**src/rtl/clk_pkg.sv**
```systemverilog
// Shared constants for the programmable clock divider: default geometry and
// the smallest period that still yields a two-phase output.
package clk_pkg;

  localparam int DEF_WIDTH = 16;
  localparam int DEF_DIV   = 100;
  localparam int MIN_DIV   = 2;

endpackage

```
**src/rtl/div_load_ctrl.sv**
```systemverilog
// Period load handshake: holds one pending period, drives div_ready/div_err and
// tells the counter when the pending value may replace the active period.
module div_load_ctrl
  import clk_pkg::*;
#(
  parameter int WIDTH = DEF_WIDTH
) (
  input  logic             clk,
  input  logic             rst,
  input  logic [WIDTH-1:0] div_in,
  input  logic             div_valid,
  input  logic             apply_ok,
  output logic             div_ready,
  output logic             div_err,
  output logic             load,
  output logic [WIDTH-1:0] pend
);

  localparam logic [WIDTH-1:0] MIN_P = WIDTH'(MIN_DIV);

  logic pend_vld;
  logic hs;
  logic accept;
  logic reject;

  assign hs     = div_valid && div_ready;
  assign accept = hs && (div_in >= MIN_P);
  assign reject = hs && (div_in < MIN_P);

  // A value accepted on this edge is never applied on the same edge: pend_vld
  // is still clear, so load cannot fire until a later qualifying edge.
  assign load = pend_vld && apply_ok;

  always_ff @(posedge clk or posedge rst) begin
    if (rst) begin
      pend_vld  <= 1'b0;
      pend      <= '0;
      div_ready <= 1'b1;
      div_err   <= 1'b0;
    end else begin
      div_err <= reject;
      if (load) begin
        pend_vld  <= 1'b0;
        div_ready <= 1'b1;
      end else if (accept) begin
        pend      <= div_in;
        pend_vld  <= 1'b1;
        div_ready <= 1'b0;
      end
    end
  end

endmodule

```
**src/rtl/clock_div_prog.sv**
```systemverilog
// Programmable clock divider: tick strobe once per period P and a square wave
// low for floor(P/2) cycles, high for ceil(P/2); P reloadable via handshake.
module clock_div_prog
  import clk_pkg::*;
#(
  parameter int WIDTH       = DEF_WIDTH,
  parameter int DEFAULT_DIV = DEF_DIV
) (
  input  logic             clk,
  input  logic             rst,
  input  logic             en,
  input  logic             sync,
  input  logic [WIDTH-1:0] div_in,
  input  logic             div_valid,
  output logic             div_ready,
  output logic             div_err,
  output logic             tick,
  output logic             clk_out
);

  localparam logic [WIDTH-1:0] DEF_P = WIDTH'(DEFAULT_DIV);

  logic [WIDTH-1:0] p;
  logic [WIDTH-1:0] cnt;
  logic [WIDTH-1:0] cnt_next;
  logic [WIDTH-1:0] half;
  logic [WIDTH-1:0] pend;
  logic             wrap;
  logic             apply_ok;
  logic             load;

  assign half = p >> 1;

  // ">=" rather than "==": a shorter period applied while disabled can leave
  // cnt beyond the new end, and the next enabled edge must still wrap.
  assign wrap     = en && !sync && (cnt >= p - WIDTH'(1));
  assign apply_ok = sync || !en || wrap;

  always_comb begin
    cnt_next = cnt;
    if (sync) begin
      cnt_next = '0;
    end else if (en) begin
      cnt_next = wrap ? '0 : cnt + WIDTH'(1);
    end
  end

  always_ff @(posedge clk or posedge rst) begin
    if (rst) begin
      p       <= DEF_P;
      cnt     <= '0;
      tick    <= 1'b0;
      clk_out <= 1'b0;
    end else begin
      cnt  <= cnt_next;
      tick <= wrap;
      if (sync) begin
        clk_out <= 1'b0;
      end else if (en) begin
        clk_out <= (cnt_next >= half);
      end
      if (load) begin
        p <= pend;
      end
    end
  end

  div_load_ctrl #(
    .WIDTH(WIDTH)
  ) u_load (
    .clk      (clk),
    .rst      (rst),
    .div_in   (div_in),
    .div_valid(div_valid),
    .apply_ok (apply_ok),
    .div_ready(div_ready),
    .div_err  (div_err),
    .load     (load),
    .pend     (pend)
  );

endmodule

```
**config.mk**
```make
export PLATFORM = sky130hd
export DESIGN_NAME = clock_div_prog
export DESIGN_NICKNAME = d
export VERILOG_FILES = /design/src/rtl/clk_pkg.sv /design/src/rtl/div_load_ctrl.sv /design/src/rtl/clock_div_prog.sv
export SDC_FILE = /design/constraint.sdc
export NUM_CORES = 1
export LEC_CHECK = 0
export BUFFER_PORTS_ARGS = -buffer_cell sky130_fd_sc_hd__buf_2
export CAP_MARGIN = 20
export CORE_ASPECT_RATIO = 0.5
export CORE_UTILIZATION = 40
export DETAILED_ROUTE_END_ITERATION = 7
export SYNTH_ARGS = -nofsm -noshare
export SYNTH_HDL_FRONTEND = slang
export SYNTH_SLANG_ARGS = --single-unit
```
**constraint.sdc**
```tcl
create_clock -name clk -period 5.19 [get_ports clk]
set_input_delay 0.2595 -clock clk [delete_from_list [all_inputs] [get_ports clk]]
set_output_delay 0.2595 -clock clk [all_outputs]
set_load 0.02 [all_outputs]
```
* After elaboration in Yosys (flattened, before gate mapping)
Index checks and enable logic that the tools add are counted.
Word-level totals: logic and storage cells 37, output and inout bits 4, register bits 53
Cells by class: add/subtract/negate cells 2, bitwise operators 1, reduce and logical (&&, ||, !) cells 13, magnitude comparators 4, mux-type cells 9
Operators by type and width (number):
- $mux 16 | 3
- $add 16x1->16 const B | 1
- $ge 16x15->1 | 1
- $ge 16x16->1 | 1
- $ge 16x2->1 const B | 1
- $lt 16x2->1 const B | 1
- $sub 16x1->16 const B | 1
- $logic_and 1x1->1 | 6
- $mux 1 | 6
- $reduce_bool 2->1 | 2
- $logic_not 1->1 | 2
- $logic_or 1x1->1 | 2
- $reduce_and 2->1 | 1
- $not 1->1 | 1

* Longest topological paths before layout
Gate-level depths: netlist (run 1).
depth after elaboration 9, depth in mapped cells 19, depth with buffers taken out 18

* Hierarchy
A second synthesis (run 1) with hierarchy kept.
Second synthesis, totals: cells, all modules 318, area, all modules 3191.8 µm²
Modules (own cells, without submodules):
- clock_div_prog | area each 2406.1 µm², sequential area each 854.6 µm², instances 1, cells an instance 268
- div_load_ctrl | area each 785.8 µm², sequential area each 476.7 µm², instances 1, cells an instance 50

* Worst setup path before layout (run 1)
No wires, ideal clock.
path type register to register, start reg p[3], end reg clk_out, required time 5064 ps, data arrival time 4407 ps, slack 658 ps, stages on the path, launching flop included 17, clock period less this slack 4532 ps, library setup time 126 ps, path through dfrtp_1 > nor4_1 > nand2_1 > or3_1 > nor2b_1 > xnor2_1 > ha_1 > nand4_1 > or3_4 > or4_4 > a31oi_1 > buf_2 > nor3_1 > ha_1 > a211o_1 > a211oi_1 > o2bb2ai_1
Between the ends: longest elaborated chain between the ends 9
RTL lines:
- start: declaration | RTL line clock_div_prog.sv:23 | logic [WIDTH-1:0] p;
- start signal: assignment | RTL line clock_div_prog.sv:63 | p <= pend;
- $sub 16x1->16 | RTL line clock_div_prog.sv:36 | assign wrap = en && !sync && (cnt >= p - WIDTH'(1));
- $ge 16x16->1 | RTL line clock_div_prog.sv:36
- $logic_and 1x1->1 | RTL line clock_div_prog.sv:36
- $mux 16 | RTL line clock_div_prog.sv:44 | cnt_next = wrap ? '0 : cnt + WIDTH'(1);
- $mux 16 | RTL line clock_div_prog.sv:43 | end else if (en) begin
- $mux 16 | RTL line clock_div_prog.sv:41 | if (sync) begin
- via cnt_next[13] | RTL line clock_div_prog.sv:25 | logic [WIDTH-1:0] cnt_next;
- $ge 16x15->1 | RTL line clock_div_prog.sv:60 | clk_out <= (cnt_next >= half);
- $mux 1 | RTL line clock_div_prog.sv:59 | end else if (en) begin
- $mux 1 | RTL line clock_div_prog.sv:57 | if (sync) begin
- end signal: assignment | RTL line clock_div_prog.sv:60
- end: declaration | RTL line clock_div_prog.sv:18 | output logic clk_out
The timed path passes the listed nets, and every way through them passes these cells. The select of a mux whose other input is x is not followed. A chain may end at the register's enable or synchronous reset.

* Final worst setup path (run 1)
Ends and elaborated chain as after synthesis.

==> results of run 1 <==
-- registers in the layout (all words and copies together), names as in the netlist --
register and flops:
clk_out 1, u_load.div_ready 1, p 16, u_load.pend 16, cnt 16, tick 1
u_load.div_err 1, u_load.pend_vld 1
-- cells in the final DEF, fill, tap and decap left out, drive strengths merged, types with 2 or more instances in the layout --
cell    instances
nand2          51
dfrtp          49
ha             33
buf            30
inv            23
nor3           21
xnor2          18
nor2           17
o22ai          16
mux2           16
nand4          11
xor2            9
nor4            9
a21oi           8
nand3           6
clkbuf          6
o21ai           5
a211oi          5
a21o            4
dfstp           4
nand2b          3
a41oi           3
or4             3
and3            2
or2             2
o21a            2
or3             2
-- area by class of cell --
type,instances,area share
multi-input combinational,256,0.499
clock buffer,6,0.0346
tap,112,0.0376
inverter,23,0.0232
timing repair buffer,30,0.0443
clock inverter,2,0.00436
sequential,53,0.357
-- final timing paths --
path                           startpoint  slack (ps)  cells past startpoint             end
max                                  p[3]         390                     17         clk_out
min                                   rst         130                      3  u_load.pend[0]
max reg2reg                          p[3]         390                     17         clk_out
min reg2reg                u_load.pend[6]         510                      1            p[6]
max in group asynchronous             rst        4610                      3          cnt[1]
min in group clk                div_valid         210                      3  u_load.div_err
-- kinds of logic after synthesis --
kind of cell / synth area share
buf+inv: 0.0444
xor+xnor: 0.0711
flops: 0.400
simple gates: 0.186
compound gates: 0.108
mux: 0.0666
fa+ha+maj: 0.124
-- worst min-delay path, delay by kind of cell --
| family | cells | cell delay (ps) |
|---|---|---|
| buffers and inverters | 3 | 640 |
-- power by group through the flow --
stage / Combinational (mW) / Sequential [mW] / Clock, mW
after floorplan: 0.578 / 0.633 / 0
after global placement: 0.689 / 0.656 / 0
after detailed placement: 0.716 / 0.665 / 0
after CTS: 0.722 / 0.658 / 0.338
after global routing: 0.823 / 0.680 / 0.358
final: 0.724 / 0.658 / 0.334
-- routing by layer --
| metal | up-vias | global-route usage | share of wire |
|---|---|---|---|
| li1 | 1275 | - | - |
| met1 | 1227 | 0.281 | 0.50 |
| met2 | 75 | 0.316 | 0.44 |
| met3 | 6 | 0.0458 | 0.054 |
| met4 | 0 | 0.0402 | 0.0090 |
| met5 | - | 0 | 0 |
-- per-stage QoR --
step / util / power [mW] / instance area (µm²) / cells
finish: 0.464 / 1.72 / 3730 / 482
global route: 0.464 / 1.86 / 3730 / 482
CTS: 0.464 / 1.72 / 3720 / 482
detailed placement: 0.446 / 1.38 / 3580 / 474
global placement: 0.446 / 1.34 / 3580 / 474
floorplan: - / 1.21 / 3330 / 341
==> impl_summary.txt, run 1 <==
----------------------------------------------------
[CTS]
  Clock Path Buffers ... 2
  Post-CTS setup repair buffer count ... 0
  TritonCTS clock tree ... done
  Hold-fix buffers, CTS ... 0
  TritonCTS sink count ... 53
  Clk Tree Root Cell ... sky130_fd_sc_hd__clkbuf_16
  CTS-repair resized insts ... 0
  CTS H-tree lvls ... 2
  Number of buffers inserted during clock tree synthesis ... 5
  Post-CTS clock slew at the launch and capture registers of the worst setup and hold paths ... 70 ps
  Clock latency of the later-clocked register in the worst-skew pair ... 290 ps

[Flow run]
  Max-cap violations ... 0

[Die]
  DIE WIDTH ... 131 µm
  Count of pins on the block boundary ... 25
  Initial core utilization ... 0.414
  Die height ... 66.5 µm
  Core Footprint ... 0.00803 mm²
  Die Area ... 0.00871 mm²
  Number of standard-cell rows in the floorplan ... 23

[Worst setup path]
  Data required, critical path ... 5360 ps
  Worst setup EP type ... flip-flop
  Path type of the worst setup path ... reg2reg
  Worst setup SP type ... flip-flop
  Buffering stage count on the worst path with inverters included ... 1
  Critical path arrival ... 4970 ps
  Maximum fanout along the worst path ... 14
  CP max-delay cell ... sky130_fd_sc_hd__or4_4
  Cell family contributing the most delay on the critical path ... simple AND/OR/NAND/NOR gates
  Critical path cell sequence ... nor4_1 -> nand2_1 -> or3_1 -> nor2b_1 -> xnor2_1 -> ha_1 -> nand4_1 -> or3_4 -> or4_4 -> a31oi_1 -> buf_4 -> nor3_1 -> ha_1 -> a211oi_1 -> o21ai_0 -> a211oi_1 -> o2bb2ai_1
  Delay of the slowest cell on the worst path ... 580 ps

[Route]
  Routed Wire Length ... 7.59 mm
  Detailed router's first-iteration violation count ... 128
  Via Count ... 2583
  Via density per instance ... 5.36
  Average wire per cell in the routed design ... 15.8 µm
  Number of nets still failing antenna checks after routing ... 0
  # DRC ... 0
  Detailed-router iteration count before antenna repair ... 4

[GRT]
  Largest net degree at the start of global routing ... 54
  Global-route wire length before repair ... 13.1 mm
  Vias in the first global route ... 2622
  GRT Total Usage ... 0.200
  Grt ovf ... 0
  Number of antenna violations at the first check in global routing ... 0

[Finish]
  Layout Area Growth over Synthesis ... 12.0%
  Area occupied by multi-input gates ... 0.00186 mm²
  Filler cells ... 770
  Layout Nets ... 423
  Diode count ... 0
  Share of cells above drive strength 1 ... 0.173
  Storage element area ... 0.00133 mm²

[STA]
  Hold violation count in the final report ... 0
  Sum Neg Setup Slack ... 0 ps
  Slew Limit Headroom ... 0.439
  RSZ-0062 raised after global routing ... false
  Fin crit period ... 4800 ps
  Max Fclk ... 208 MHz
  Period Utilization, post-route ... 0.924
  Fin worst setup slack ... 393 ps
  Pin slew with the least headroom to its limit ... 833 ps
  Worst clock skew ... 2.85 ps
  Final Max Slew Viols ... 0
  Total of endpoints with negative setup slack in the final report ... 0
  Worst hold-check slack ... 132 ps

[Yosys]
  Main synth FF type ... sky130_fd_sc_hd__dfrtp_1
  Top-area cell type share of the netlist area ... 0.369
  Mapped Nets ... 395
  Syn Inst Count ... 341
  Sequential fraction of the synthesis area ... 0.400
  Count of warnings emitted by yosys ... 0
  Number of enable-type register cells in the synthesized netlist ... 0
  Async SR Flop Fraction ... 1.00
  Syn_area_per_cell ... 9.76 µm²
  Most repeated cell in the gate-level netlist after synthesis ... sky130_fd_sc_hd__nand2_1
  Summed instance area of the synthesized netlist ... 0.00333 mm²
  FF+latch count, synth ... 53
  Distinct cells, synth ... 45
  Top cell types by occurrence after synthesis ... sky130_fd_sc_hd__nand2_1 (51), sky130_fd_sc_hd__dfrtp_1 (49), sky130_fd_sc_hd__ha_1 (33), sky130_fd_sc_hd__inv_1 (23), sky130_fd_sc_hd__nor3_1 (21)
  Top cells by area in the synthesized netlist ... sky130_fd_sc_hd__dfrtp_1 (37%), sky130_fd_sc_hd__ha_1 (12%), sky130_fd_sc_hd__nand2_1 (5.8%)
  Cell type with the largest total area after synthesis ... sky130_fd_sc_hd__dfrtp_1

[Place]
  Routability cong. ... 0.885
  Total half-perimeter wirelength after legalization and detailed placement ... 5.79 mm
  Count of port buffers added during placement ... 24
  Worst Setup Slack post-DPL ... 421 ps

[Power]
  Sequential group share of total power ... 0.384
  Switching pwr ... 648 µW
  Power share of the combinational group ... 0.422
  Power density over the cells ... 460 mW/mm²
  IR drop worst, VDD ... 0.222 mV
  Switching part of the total ... 0.378
  Leakage ... 1.69 nW
  Power Internal ... 1.07 mW
  Proportion of power drawn by the clock network ... 0.194

[Status]
  Status ... complete, no violations

[Hold path]
  Worst hold path class ... in2async

----------------------------------------------------
No activity file was read; power rests on OpenSTA's default activity.
==> inputs of run 2 (changes only) <==
Settings changed: SYNTH_HIERARCHICAL from default to 1.
==> impl_summary.txt, run 2 <==
----------------------------------------------------
[Finish]
  Layout Area Growth over Synthesis ... 11.9%
  Final non-filler cell total ... 452
  Area occupied by multi-input gates ... 0.00172 mm²
  Diode count ... 0
  Filler cells ... 690
  Most frequent cells in the layout ... sky130_fd_sc_hd__dfrtp_1 (49), sky130_fd_sc_hd__ha_1 (33), sky130_fd_sc_hd__nand2_1 (29), sky130_fd_sc_hd__inv_1 (24), sky130_fd_sc_hd__buf_2 (24)
  Storage element area ... 0.00133 mm²
  Layout Nets ... 397
  Registers with the highest flip-flop counts ... cnt: 16 flops, p: 16 flops, u_load/pend: 16 flops
  Share of cells above drive strength 1 ... 0.172
  Leading cell type in the layout, fill and taps excluded ... sky130_fd_sc_hd__dfrtp_1

[CTS]
  Post-CTS clock slew at the launch and capture registers of the worst setup and hold paths ... 70 ps
  Number of buffers inserted during clock tree synthesis ... 5
  Clock Path Buffers ... 2
  Clk Tree Root Cell ... sky130_fd_sc_hd__clkbuf_16
  CTS H-tree lvls ... 2
  TritonCTS clock tree ... done
  TritonCTS sink count ... 53
  Post-CTS setup repair buffer count ... 0
  Clock latency of the later-clocked register in the worst-skew pair ... 300 ps

[Hold path]
  Worst hold path class ... in2async

[STA]
  Max Fclk ... 210 MHz
  Period Utilization, post-route ... 0.916
  Fin crit period ... 4750 ps
  Slew Limit Headroom ... 0.548
  Sum Neg Setup Slack ... 0 ps
  Total of endpoints with negative setup slack in the final report ... 0
  Worst clock skew ... 5.33 ps
  Final Max Slew Viols ... 0
  Worst hold-check slack ... 56.2 ps
  RSZ-0062 raised after global routing ... false
  Hold violation count in the final report ... 0
  Pin slew with the least headroom to its limit ... 672 ps

[Power]
  Power share of the combinational group ... 0.040
  Leakage ... 1.73 nW
  Sequential group share of total power ... 0.523
  Proportion of power drawn by the clock network ... 0.436
  Power density over the cells ... 223 mW/mm²
  Power Internal ... 619 µW
  IR drop worst, VDD ... 0.159 mV
  Switching part of the total ... 0.222
  Switching pwr ... 177 µW

[Die]
  Core Footprint ... 0.00751 mm²
  Die height ... 65.2 µm
  Number of standard-cell rows in the floorplan ... 22
  Count of pins on the block boundary ... 25
  Die Area ... 0.00836 mm²
  Initial core utilization ... 0.425
  DIE WIDTH ... 128 µm

[Yosys]
  Top-area cell type share of the netlist area ... 0.384
  Async SR Flop Fraction ... 1.00
  Mapped Nets ... 372
  Syn Inst Count ... 318
  Synth Area in Compound Gates ... 0.111
  Top cell types by occurrence after synthesis ... sky130_fd_sc_hd__dfrtp_1 (49), sky130_fd_sc_hd__ha_1 (33), sky130_fd_sc_hd__nand2_1 (29), sky130_fd_sc_hd__inv_1 (24), sky130_fd_sc_hd__o21ai_0 (23)
  Sequential fraction of the synthesis area ... 0.417
  Synthesized-area fraction occupied by adder cells ... 0.129
  Summed instance area of the synthesized netlist ... 0.00319 mm²
  Main synth FF type ... sky130_fd_sc_hd__dfrtp_1
  Most repeated cell in the gate-level netlist after synthesis ... sky130_fd_sc_hd__dfrtp_1
  Dominant combinational cell family by area after synthesis ... simple AND/OR/NAND/NOR gates
  Distinct cells, synth ... 42
  FF+latch count, synth ... 53
  Count of warnings emitted by yosys ... 6
  Cell type with the largest total area after synthesis ... sky130_fd_sc_hd__dfrtp_1
  Syn_area_per_cell ... 10.0 µm²
  Post-synthesis share of cell area spent on xor and xnor gates ... 0.0686
  Number of enable-type register cells in the synthesized netlist ... 0
  Mux cell area share after synthesis ... 0.0659
  Post-synthesis share of cell area spent on and, or, nand and nor gates ... 0.161
  Top cells by area in the synthesized netlist ... sky130_fd_sc_hd__dfrtp_1 (38%), sky130_fd_sc_hd__ha_1 (13%), sky130_fd_sc_hd__xnor2_1 (4.7%)

[Worst setup path]
  Maximum fanout along the worst path ... 13
  Worst setup EP type ... flip-flop
  Start of the worst register-to-register path ... p[4]
  Critical register-to-register path endpoint ... clk_out
  R2R setup slack ... 440 ps
  Capturing element of the worst setup path ... clk_out
  Worst reg-to-reg path cell count ... 16
  Worst setup SP type ... flip-flop
  Data required, critical path ... 5360 ps
  Path type of the worst setup path ... reg2reg
  Critical path arrival ... 4930 ps
  Crit path launch ... p[4]

[GRT]
  GRT Total Usage ... 0.185
  Grt ovf ... 0
  Global-route wire length before repair ... 11.7 mm
  Number of antenna violations at the first check in global routing ... 0
  Largest net degree at the start of global routing ... 35
  Vias in the first global route ... 2394

[Place]
  Total half-perimeter wirelength after legalization and detailed placement ... 5.61 mm
  Inst Count DP ... 444
  Routability cong. ... 0.868
  Count of port buffers added during placement ... 24

[Flow run]
  Max-cap violations ... 0

[Route]
  Detailed router's first-iteration violation count ... 165
  # DRC ... 0
  Detailed-router iteration count before antenna repair ... 4
  Number of nets still failing antenna checks after routing ... 0
  Via density per instance ... 5.21
  Via Count ... 2354
  Routed Wire Length ... 6.92 mm
  Average wire per cell in the routed design ... 15.3 µm

[Status]
  Status ... complete, no violations

----------------------------------------------------
run 2: cell types whose count changed after synthesis, moves of 4 or more:
cell                      previous run  this run
sky130_fd_sc_hd__mux2_2              4         8
sky130_fd_sc_hd__nor2_1             17        13
sky130_fd_sc_hd__o22ai_1            16         0
sky130_fd_sc_hd__nand2_1            51        29
sky130_fd_sc_hd__o21ai_0             5        23
run 2: critical path, cell delays in order (launching register included):
cell	delay, ps
sky130_fd_sc_hd__dfrtp_1	380
sky130_fd_sc_hd__nor4_1	430
sky130_fd_sc_hd__nand2_1	200
sky130_fd_sc_hd__or3_1	410
sky130_fd_sc_hd__nor2b_1	170
sky130_fd_sc_hd__xnor2_1	90
sky130_fd_sc_hd__ha_1	300
sky130_fd_sc_hd__nand4_1	110
sky130_fd_sc_hd__or3_1	360
sky130_fd_sc_hd__o32a_1	460
sky130_fd_sc_hd__a21oi_4	370
sky130_fd_sc_hd__nor3_1	140
sky130_fd_sc_hd__ha_1	310
sky130_fd_sc_hd__a22o_1	240
sky130_fd_sc_hd__o41ai_1	400
sky130_fd_sc_hd__a21o_1	210
sky130_fd_sc_hd__a31oi_1	70
run 2: timing repair:
item,4_1_cts,5_1_grt
hold buffers,0,0
resized for setup,0,1
setup endpoints to repair,0,1
run 2: through the flow:
stage / utilization / cell area [µm²] / power [mW] / setup WS (ps)
floorplan: - / 3190 / 0.440 / 1070
global placement: 0.454 / 3410 / 0.456 / 440
detailed placement: 0.454 / 3410 / 0.457 / 344
CTS: 0.474 / 3560 / 0.804 / 287
global route: 0.475 / 3570 / 0.829 / 48.8
finish: 0.475 / 3570 / 0.795 / 437
run 2: layer usage:
metal | vias up | wire length (µm) | GRT usage
met5 | - | 0 | 0
met1 | 1109 | 3600 | 0.270
li1 | 1186 | - | -
met4 | 0 | 48 | 0.0324
met3 | 6 | 418 | 0.0407
met2 | 53 | 2860 | 0.283
run 2: power by group through the flow:
stage	combinational (mW)	clock, mW	sequential (mW)
after floorplan	0.0165	0	0.424
final	0.0321	0.347	0.416
after global routing	0.0368	0.376	0.416
after global placement	0.0323	0	0.424
after detailed placement	0.0330	0	0.424
after CTS	0.0331	0.355	0.416
run 2: worst min-delay path by stage:
stage | start | endpoint | slack (ps) | depth (start not counted)
2_1_floorplan | rst | u_load/div_err | 210 | 1
3_3_place_gp | rst | p[15] | 380 | 3
6_report | rst | p[15] | 60 | 3
4_1_cts | rst | p[15] | 70 | 3
5_1_grt | rst | p[12] | 90 | 3
3_5_place_dp | rst | p[15] | 390 | 3
run 2: cell families after synthesis:
kind of cell    after synthesis
fa+ha+maj                    33
compound gates               55
simple gates                103
flops                        53
xor+xnor                     25
buf+inv                      33
mux                          16
run 2: area by class of cell:
class                      count  share of cell area
clock inverter                 2             0.00455
inverter                      24              0.0252
sequential                    53               0.373
timing repair buffer          27              0.0399
tap                          108              0.0378
multi-input combinational    232               0.481
clock buffer                   6              0.0389
